==> config.mk <==
export PLATFORM = sky130hd
export DESIGN_NAME = path_request_feeder
export DESIGN_NICKNAME = d
export VERILOG_FILES = /design/src/rtl/path_request_feeder.sv
export SDC_FILE = /design/constraint.sdc
export NUM_CORES = 1
export LEC_CHECK = 0
export BUFFER_PORTS_ARGS = -buffer_cell sky130_fd_sc_hd__clkbuf_2
export CELL_PAD_IN_SITES_DETAIL_PLACEMENT = 1
export CELL_PAD_IN_SITES_GLOBAL_PLACEMENT = 2
export CORE_MARGIN = 4
export CORE_UTILIZATION = 26
export CTS_CLUSTER_DIAMETER = 30
export DETAILED_ROUTE_END_ITERATION = 10
export GPL_ROUTABILITY_DRIVEN = 0
export PLACE_DENSITY_LB_ADDON = 0.1
export SLEW_MARGIN = 10
export SYNTH_ARGS = -nofsm -noshare
export SYNTH_HDL_FRONTEND = slang
export SYNTH_SLANG_ARGS = --single-unit
==> constraint.sdc <==
create_clock -name clk -period 2.2 [get_ports clk]
set_input_delay 0.22 -clock clk [delete_from_list [all_inputs] [get_ports clk]]
set_output_delay 0.22 -clock clk [all_outputs]
set_load 0.02 [all_outputs]
==> src/rtl/path_request_feeder.sv <==
// Request FIFO feeding (start, end) node pairs to the CPU over its data bus.
// The CPU claims the head, reads START/END, computes a path, then writes DONE.
module path_request_feeder #(
  parameter int unsigned NODE_W     = 5,
  parameter int unsigned DEPTH      = 2,
  parameter logic [31:0] ADR_START  = 32'h0200_0000,
  parameter logic [31:0] ADR_END    = 32'h0200_0004,
  parameter logic [31:0] ADR_DONE   = 32'h0200_000C,
  parameter logic [31:0] ADR_STATUS = 32'h0200_0010,
  parameter logic [31:0] ADR_CLAIM  = 32'h0200_0014
) (
  input  logic              clk,
  input  logic              reset_n,
  input  logic              req_valid,
  output logic              req_ready,
  input  logic [NODE_W-1:0] req_start,
  input  logic [NODE_W-1:0] req_end,
  input  logic              MemWrite,
  input  logic [31:0]       DataAdr,
  input  logic [31:0]       WriteData,
  output logic [31:0]       ReadData,
  output logic              rd_hit,
  output logic              busy,
  output logic              done_pulse
);

  localparam int unsigned PTR_W = (DEPTH > 1) ? $clog2(DEPTH) : 1;
  localparam int unsigned CNT_W = $clog2(DEPTH + 1);
  localparam int unsigned ENT_W = 2 * NODE_W;

  typedef enum logic {
    ST_IDLE = 1'b0,
    ST_BUSY = 1'b1
  } state_e;

  state_e            state_q;
  logic [ENT_W-1:0]  fifo_q [DEPTH];
  logic [PTR_W-1:0]  wr_ptr_q, wr_ptr_d;
  logic [PTR_W-1:0]  rd_ptr_q, rd_ptr_d;
  logic [CNT_W-1:0]  count_q, count_d;
  logic [NODE_W-1:0] active_start_q;
  logic [NODE_W-1:0] active_end_q;
  logic              done_pulse_q;

  logic              full;
  logic              not_empty;
  logic              hit_start, hit_end, hit_status;
  logic              claim_wr, done_wr;
  logic              push, claim, done;
  logic [31:0]       status_word;

  // Handshake: a request transfers on the falling edge where req_valid and
  // req_ready are both high; the requester holds its fields until then.
  assign full      = (count_q == CNT_W'(DEPTH));
  assign not_empty = (count_q != '0);
  assign req_ready = !full;
  assign push      = req_valid && req_ready;

  assign hit_start  = (DataAdr == ADR_START);
  assign hit_end    = (DataAdr == ADR_END);
  assign hit_status = (DataAdr == ADR_STATUS);

  assign claim_wr = MemWrite && (DataAdr == ADR_CLAIM) && (WriteData == 32'd1);
  assign done_wr  = MemWrite && (DataAdr == ADR_DONE)  && (WriteData == 32'd1);

  // Claim looks at the pre-edge count, so a push landing on the same edge
  // into an empty FIFO cannot be claimed until the following edge.
  assign claim = claim_wr && not_empty && (state_q == ST_IDLE);
  assign done  = done_wr && (state_q == ST_BUSY);

  assign busy       = (state_q == ST_BUSY);
  assign done_pulse = done_pulse_q;

  always_comb begin
    wr_ptr_d = wr_ptr_q;
    rd_ptr_d = rd_ptr_q;
    count_d  = count_q;
    if (push) begin
      wr_ptr_d = wr_ptr_q + PTR_W'(1);
    end
    if (claim) begin
      rd_ptr_d = rd_ptr_q + PTR_W'(1);
    end
    case ({push, claim})
      2'b10:   count_d = count_q + CNT_W'(1);
      2'b01:   count_d = count_q - CNT_W'(1);
      default: count_d = count_q;
    endcase
  end

  always_ff @(negedge clk or negedge reset_n) begin
    if (!reset_n) begin
      state_q        <= ST_IDLE;
      wr_ptr_q       <= '0;
      rd_ptr_q       <= '0;
      count_q        <= '0;
      active_start_q <= '0;
      active_end_q   <= '0;
      done_pulse_q   <= 1'b0;
      for (int i = 0; i < DEPTH; i++) begin
        fifo_q[i] <= '0;
      end
    end else begin
      if (push) begin
        fifo_q[wr_ptr_q] <= {req_start, req_end};
      end
      wr_ptr_q     <= wr_ptr_d;
      rd_ptr_q     <= rd_ptr_d;
      count_q      <= count_d;
      done_pulse_q <= done;
      case (state_q)
        ST_IDLE: begin
          if (claim) begin
            active_start_q <= fifo_q[rd_ptr_q][ENT_W-1:NODE_W];
            active_end_q   <= fifo_q[rd_ptr_q][NODE_W-1:0];
            state_q        <= ST_BUSY;
          end
        end
        ST_BUSY: begin
          // Active fields stay readable after DONE until the next claim.
          if (done) begin
            state_q <= ST_IDLE;
          end
        end
        default: state_q <= ST_IDLE;
      endcase
    end
  end

  assign status_word = {16'h0000, 8'(count_q), 5'b00000, busy, full, not_empty};

  always_comb begin
    ReadData = '0;
    rd_hit   = hit_start || hit_end || hit_status;
    if (hit_start) begin
      ReadData = 32'(active_start_q);
    end else if (hit_end) begin
      ReadData = 32'(active_end_q);
    end else if (hit_status) begin
      ReadData = status_word;
    end
  end

endmodule

After elaboration in Yosys (flattened, before gate mapping)
Index checks and enable logic that the tools add are counted.

storage, ports and cells
  logic and storage cells = 56
  bits of input ports = 78
  register bits after elaboration = 36
  output and inout port bits = 36

operators by class
  mux-type cells = 13
  $lt $le $gt $ge = 3
  eq/ne operators = 9
  bitwise gates (word level) = 3
  reductions and logical operators = 15
  add/subtract/negate cells = 4

operator list
  cell                                                                          number
  32-bit by 26-bit equality test with 1-bit output, second input constant       5
  10-bit 2-to-1 mux                                                             7
  32-bit by 1-bit equality test with 1-bit output, second input constant        1
  20-bit bitwise mux                                                            1
  10-bit demux with 1-bit select                                                1
  1-bit logical AND                                                             9
  2-bit equality test, second input constant                                    2
  2-bit greater-or-equal comparator, second input constant                      2
  1-bit NOT with 2-bit output                                                   2
  2-bit case mux with 2 select lines                                            1
  2-bit nonzero test                                                            2
  1-bit adder, second input constant                                            2
  2-bit by 1-bit adder with 2-bit output, second input constant                 1
  2-bit by 1-bit equality test with 1-bit output, second input constant         1
  1-bit logical OR                                                              2
  2-bit by 1-bit less-than comparator with 1-bit output, second input constant  1
  1-bit 2-to-1 mux                                                              2
  1-bit case mux with 2 select lines                                            1
  2-bit AND reduction                                                           1
  2-bit by 1-bit subtractor with 2-bit output, second input constant            1
  1-bit zero test                                                               1
  1-bit NOT                                                                     1

Logic depth before layout (Yosys ltp)
Gate-level depths: netlist of run 1.

  depth in word-level cells = 7
  mapped depth = 11
  mapped depth without buffers = 9

==> metrics.txt, run 1 <==
largest net degree at the start of global routing=37; CP Launch Type=input port; Finish-stage setup viols=24; Setup TNS=-10.03 ns; sequential fraction of the synthesis area=43.7%; die width=97.0 µm; Final WS setup=-0.538 ns; crit-path max cell delay=0.39 ns; # hold bufs at CTS=0; Max-Cap Viols=0; Max Root-Sink Buffers=2; initial antenna violation count=0; failing checks=negative setup slack; crit path capture type=register; DR iter-0 viols=36; CP Cell Sequence=buf_6, nor4_4, nand4_1, or3_4, nand3b_4, buf_12, mux2_4; Final Hold Viols=0; worst hold start=fifo_q[7]; CTS Sinks=36; Starting Density=between 20% and 30%; drt pass-1 iters=4; critical path's slowest cell=or3_4; Clock Latency Late Sink=~0.29 ns; total track usage=12.3%; Detailed Route WL=around 5800 µm; top_reg_cell synth=dfrtn_1; RR Startpoint=count_q[1]; via/cell ratio=between 4 and 5; TritonCTS Buffers=5; Power Density=403 nW/µm²; Syn Area/Cell=roughly 12 µm²; Vias=~1700; flops & latches, synth=36; number of synthesized flops with an enable pin=0; post-DR wirelength/cell=approximately 14 µm; Worst Path Arrival=between 1.5 and 2 ns; CTS HTree Levels=2; synth warn=0; Finished Layout Cells=402; Layout Skew=slightly above 0.009 ns; area delta synth->final=55.2%; global route overflow=0; kind of critical path=input port to register; RSZ-0062 raised after global routing=yes; Clock transition at path regs=0.05 ns; # placed instances=approximately 400; Core Region=7730 µm²; Yosys cell types=31; # diodes=0; vias in the first global route=1865; crit path from=DataAdr[20]; Leak=between 1.5 and 2 nW; critical path required time=around 1.2 ns; Place WS=-0.894 ns; Root Buffer=clkbuf_8; Slew Limit Fails=0; CP Buf/Inv Count=2; die height=~97 µm; drt drc=0; # IOs=around 110; path category of the worst min-delay check=register to register; first-pass GRT wire length=9430 µm; status=complete, but fails checks; Post-DP HPWL=roughly 4700 µm; Mapped Cells=around 180; die area=about 9400 µm²; worst hold slack=0.448 ns; mapped cell area=2060 µm²; maximum vdd drop=0.243 mV; FFs w/ async S/R, synth=100%; Rows=32; port bufs=88; final net count=379; Routed Antenna Nets=0; CP top delay family=simple AND/OR/NAND/NOR gates; Worst Path Max Fanout=11; TritonCTS clock tree=yes; share of post-route cells with drive strength above 1=67.7%
-- cell type report --
| type | instances | area [µm²] |
|---|---|---|
| clock inverters | 1 | 5.00 |
| well taps | 102 | 128 |
| multi-input cells | 131 | 1230 |
| repair buffers | 121 | 840 |
| fillers | 890 | 4530 |
| flip-flops and latches | 36 | 901 |
| clock buffers | 6 | 72.6 |
| inverters | 5 | 21.3 |
-- cells by family after synthesis --
family / share of synthesized area (%)
buf+inv: 11.7
simple gates: 14.6
xor+xnor: 2.12
flops: 43.7
mux: 24.8
compound gates: 2.31
fa+ha+maj: 0.607
other cells: 0.182
-- cells in the mapped netlist, types with 3 or more instances --
| master | number | area (µm²) |
|---|---|---|
| nor2_1 | 11 | 41.3 |
| buf_4 | 25 | 188 |
| nand2_1 | 5 | 18.8 |
| inv_1 | 5 | 18.8 |
| nand4_1 | 3 | 18.8 |
| mux2_4 | 8 | 120 |
| nor3_1 | 4 | 20.0 |
| mux2i_1 | 3 | 30.0 |
| dfrtn_1 | 36 | 901 |
| a21oi_1 | 6 | 30.0 |
| nor4_1 | 12 | 75.1 |
| xnor2_1 | 5 | 43.8 |
| mux2_2 | 32 | 360 |
-- report_power, final --
part | internal, W | total (W) | switching [W]
logic | 0.0000806 | 0.000186 | 0.000105
registers | 0.000665 | 0.000665 | 0
clock network | 0.000215 | 0.000437 | 0.000221
-- cells in the final DEF (no fill, tap or decap), types with 4 or more instances in the layout --
cell type,Yosys,final
a21oi_1,6,4
buf_12,0,4
buf_4,25,27
buf_6,2,11
clkbuf_2,0,73
clkbuf_8,0,7
conb_1,1,25
dfrtn_1,36,36
mux2_2,32,32
mux2_4,8,8
nor2_1,11,6
nor4_1,12,4
nor4_2,1,5
nor4_4,0,4
xnor2_1,5,4
-- state kept, by name (all words and copies together), names as in the netlist --
signal / count
rd_ptr_q: 1
active_start_q: 5
done_pulse: 1
fifo_q: 20
active_end_q: 5
count_q: 2
busy: 1
wr_ptr_q: 1
-- repair_timing --
action | 4_1_cts | 5_1_grt
gates cloned | 0 | 0
hold endpoints to repair | 0 | 0
pin swaps | 14 | 14
setup endpoints to repair | 24 | 24
gates resized for setup | 30 | 32
setup buffers | 4 | 5
-- per-stage QoR --
stage | total power [W] | cell area [µm²] | util, %
floorplan | 0.000772 | 2230 | -
global placement | 0.000838 | 2810 | 36.4
detailed placement | 0.000839 | 2810 | 36.4
CTS | 0.00130 | 3040 | 39.3
global route | 0.00136 | 3200 | 41.4
finish | 0.00129 | 3200 | 41.4
-- routing by layer --
metal  global-route usage (%)  part of all wire [%]  vias up  routed length, µm
met1                     14.6                    40      816               2300
met2                     21.7                    51       87               2940
met4                     3.24                   1.3        0                 74
met5                        0                     0        -                  0
li1                         -                     -      828                  -
met3                     3.60                   8.6        6                500
-- worst paths after layout --
check | to | slack (ns) | cells past startpoint
worst max-delay path | active_start_q[3] | -0.54 | 7
worst min-delay path | fifo_q[7] | 0.45 | 1
worst max register to register | fifo_q[18] | 0.55 | 8
worst min register to register | fifo_q[7] | 0.45 | 1
max in group asynchronous | fifo_q[8] | 1.10 | 2
min in group asynchronous | active_start_q[1] | 0.88 | 2
Power figures use the tool's default switching activity.
==> run 2, diff against run 1 <==
Settings changed: CAP_MARGIN set to 0, CTS_BUF_LIST set to sky130_fd_sc_hd__clkbuf_8 sky130_fd_sc_hd__clkbuf_16, CTS_CLUSTER_DIAMETER 30 to unset.
==> metrics.txt, run 2 (same netlist as run 1, synthesis figures left out) <==
total track usage=about an eighth; DR iter-0 viols=36; Post-DP HPWL=4680 µm; Finish-stage setup viols=24; area delta synth->final=55.2%; critical path required time=approximately 1.2 ns; crit path capture type=register; first-pass GRT wire length=around 9400 µm; maximum vdd drop=approximately 0.24 mV; Slew Limit Fails=0; Top reg by flops=fifo_q; total of fill cells in the finished design=890; drt drc=0; worst hold start=fifo_q[7]; Power Density=approximately 400 nW/µm²; Clock transition at path regs=0.05 ns; Worst Hold End=fifo_q[7]; Final Hold Viols=0; most frequent cells in the layout=clkbuf_2, dfrtn_1, mux2_2; die area=about 9400 µm²; Worst Path Max Fanout=11; Routed Antenna Nets=0; drt pass-1 iters=4; Clock Latency Late Sink=0.29 ns; CTS Sinks=36; Layout Skew=about 0.0093 ns; Largest regs=fifo_q (20), active_end_q (5), active_start_q (5); die width=~97 µm; Root Buffer=clkbuf_8; Seq. cell area=901 µm²; CTS HTree Levels=2; share of post-route cells with drive strength above 1=67.7%; post-DR wirelength/cell=between 10 and 15 µm; Final WS setup=-0.538 ns; max layer used=met4; Max Root-Sink Buffers=2; PnR Total Power=between 0.001 and 0.0015 W; vias in the first global route=1865; Leak=about 1.7 nW; Worst Path Arrival=between 1.5 and 2 ns; kind of critical path=input port to register; TritonCTS Buffers=5; Starting Density=between 20% and 30%; initial antenna violation count=0; met3 wire length=500 µm; largest net degree at the start of global routing=37; worst hold slack=around 0.45 ns; internal reg-to-reg setup slack=approximately 0.55 ns; RSZ-0062 raised after global routing=yes; # IOs=about 110; port bufs=approximately 90; number of flip-flops in the largest register=20; global route overflow=0; failing checks=negative setup slack; RR Endpoint=fifo_q[18]; Core Region=approximately 7700 µm²; final net count=~380; Reg2Reg Depth=8; die height=roughly 97 µm; commonest non-fill, non-tap cell in the layout=clkbuf_2; Rows=32; wire length on met1=2300 µm; CP Launch Type=input port; met2 wire length=2940 µm; status=complete, but fails checks; # diodes=0; RR Startpoint=count_q[1]; TritonCTS clock tree=yes; Vias=1737; via/cell ratio=around 4.3; area of the multi-input gates=1230 µm²; Max-Cap Viols=0; Detailed Route WL=just under 6000 µm; path category of the worst min-delay check=register to register; Hold Path Cell Cnt=1
## run 2: cell types whose count changed in the layout (fill, tap and decap cells not counted), sizes merged
| cell | delta |
|---|---|
| inv | +1 |
| clkbuf | -1 |
## run 2: power by group
part           switching, W  leakage [nW]  internal [W]
clock network      0.000222        0.0452      0.000211
logic              0.000105          1.13     0.0000806
registers                 0         0.493      0.000665
total              0.000327          1.67      0.000957
## run 2: layer usage
metal | GRT usage [%] | vias up
li1 | - | 828
met1 | 14.6 | 816
met2 | 21.7 | 87
met3 | 3.60 | 6
met4 | 3.24 | 0
met5 | 0 | -
## run 2: stage by stage
| stage | TNS, ns | cells | area, µm² | util [%] | worst slack, ns |
|---|---|---|---|---|---|
| final | -10.03 | 402 | 3200 | 41.4 | -0.538 |
| after global routing | -11.65 | 402 | 3200 | 41.4 | -0.604 |
| after CTS | -10.49 | 400 | 3040 | 39.3 | -0.591 |
| after detailed placement | -14.32 | 389 | 2810 | 36.4 | -0.894 |
| after global placement | -13.77 | 389 | 2810 | 36.4 | -0.874 |
| after floorplan | -11.79 | 202 | 2230 | - | -0.967 |
## run 2: worst max-delay path: stages
cell      delay, ns
buf_6          0.10
nor4_4         0.25
nand4_1        0.14
or3_4          0.39
nand3b_4       0.19
buf_12         0.17
mux2_4         0.29
## run 2: worst max-delay path by stage
stage                start                 to  slack, ns  depth (start not counted)
3_5_place_dp   DataAdr[12]         count_q[1]      -0.89                         10
5_1_grt        DataAdr[20]         count_q[1]      -0.60                         10
2_1_floorplan  DataAdr[27]         count_q[1]      -0.97                         11
4_1_cts         count_q[1]        ReadData[1]      -0.59                          6
3_3_place_gp   DataAdr[27]         count_q[1]      -0.87                         10
6_report       DataAdr[20]  active_start_q[3]      -0.54                          7
## run 2: repair_timing
item                       in CTS  in global routing
pin swaps                      14                 14
setup endpoints to repair      24                 24
hold buffers                    0                  0
gates resized for setup        30                 32
buffers inserted                4                  5
## run 2: final cells by class
type,instances,area share [%]
Inverter,5,0.665
Tap cell,102,3.99
Multi-Input combinational cell,131,38.5
Timing Repair Buffer,121,26.3
Clock inverter,2,0.274
Clock buffer,5,2.15
Sequential cell,36,28.2
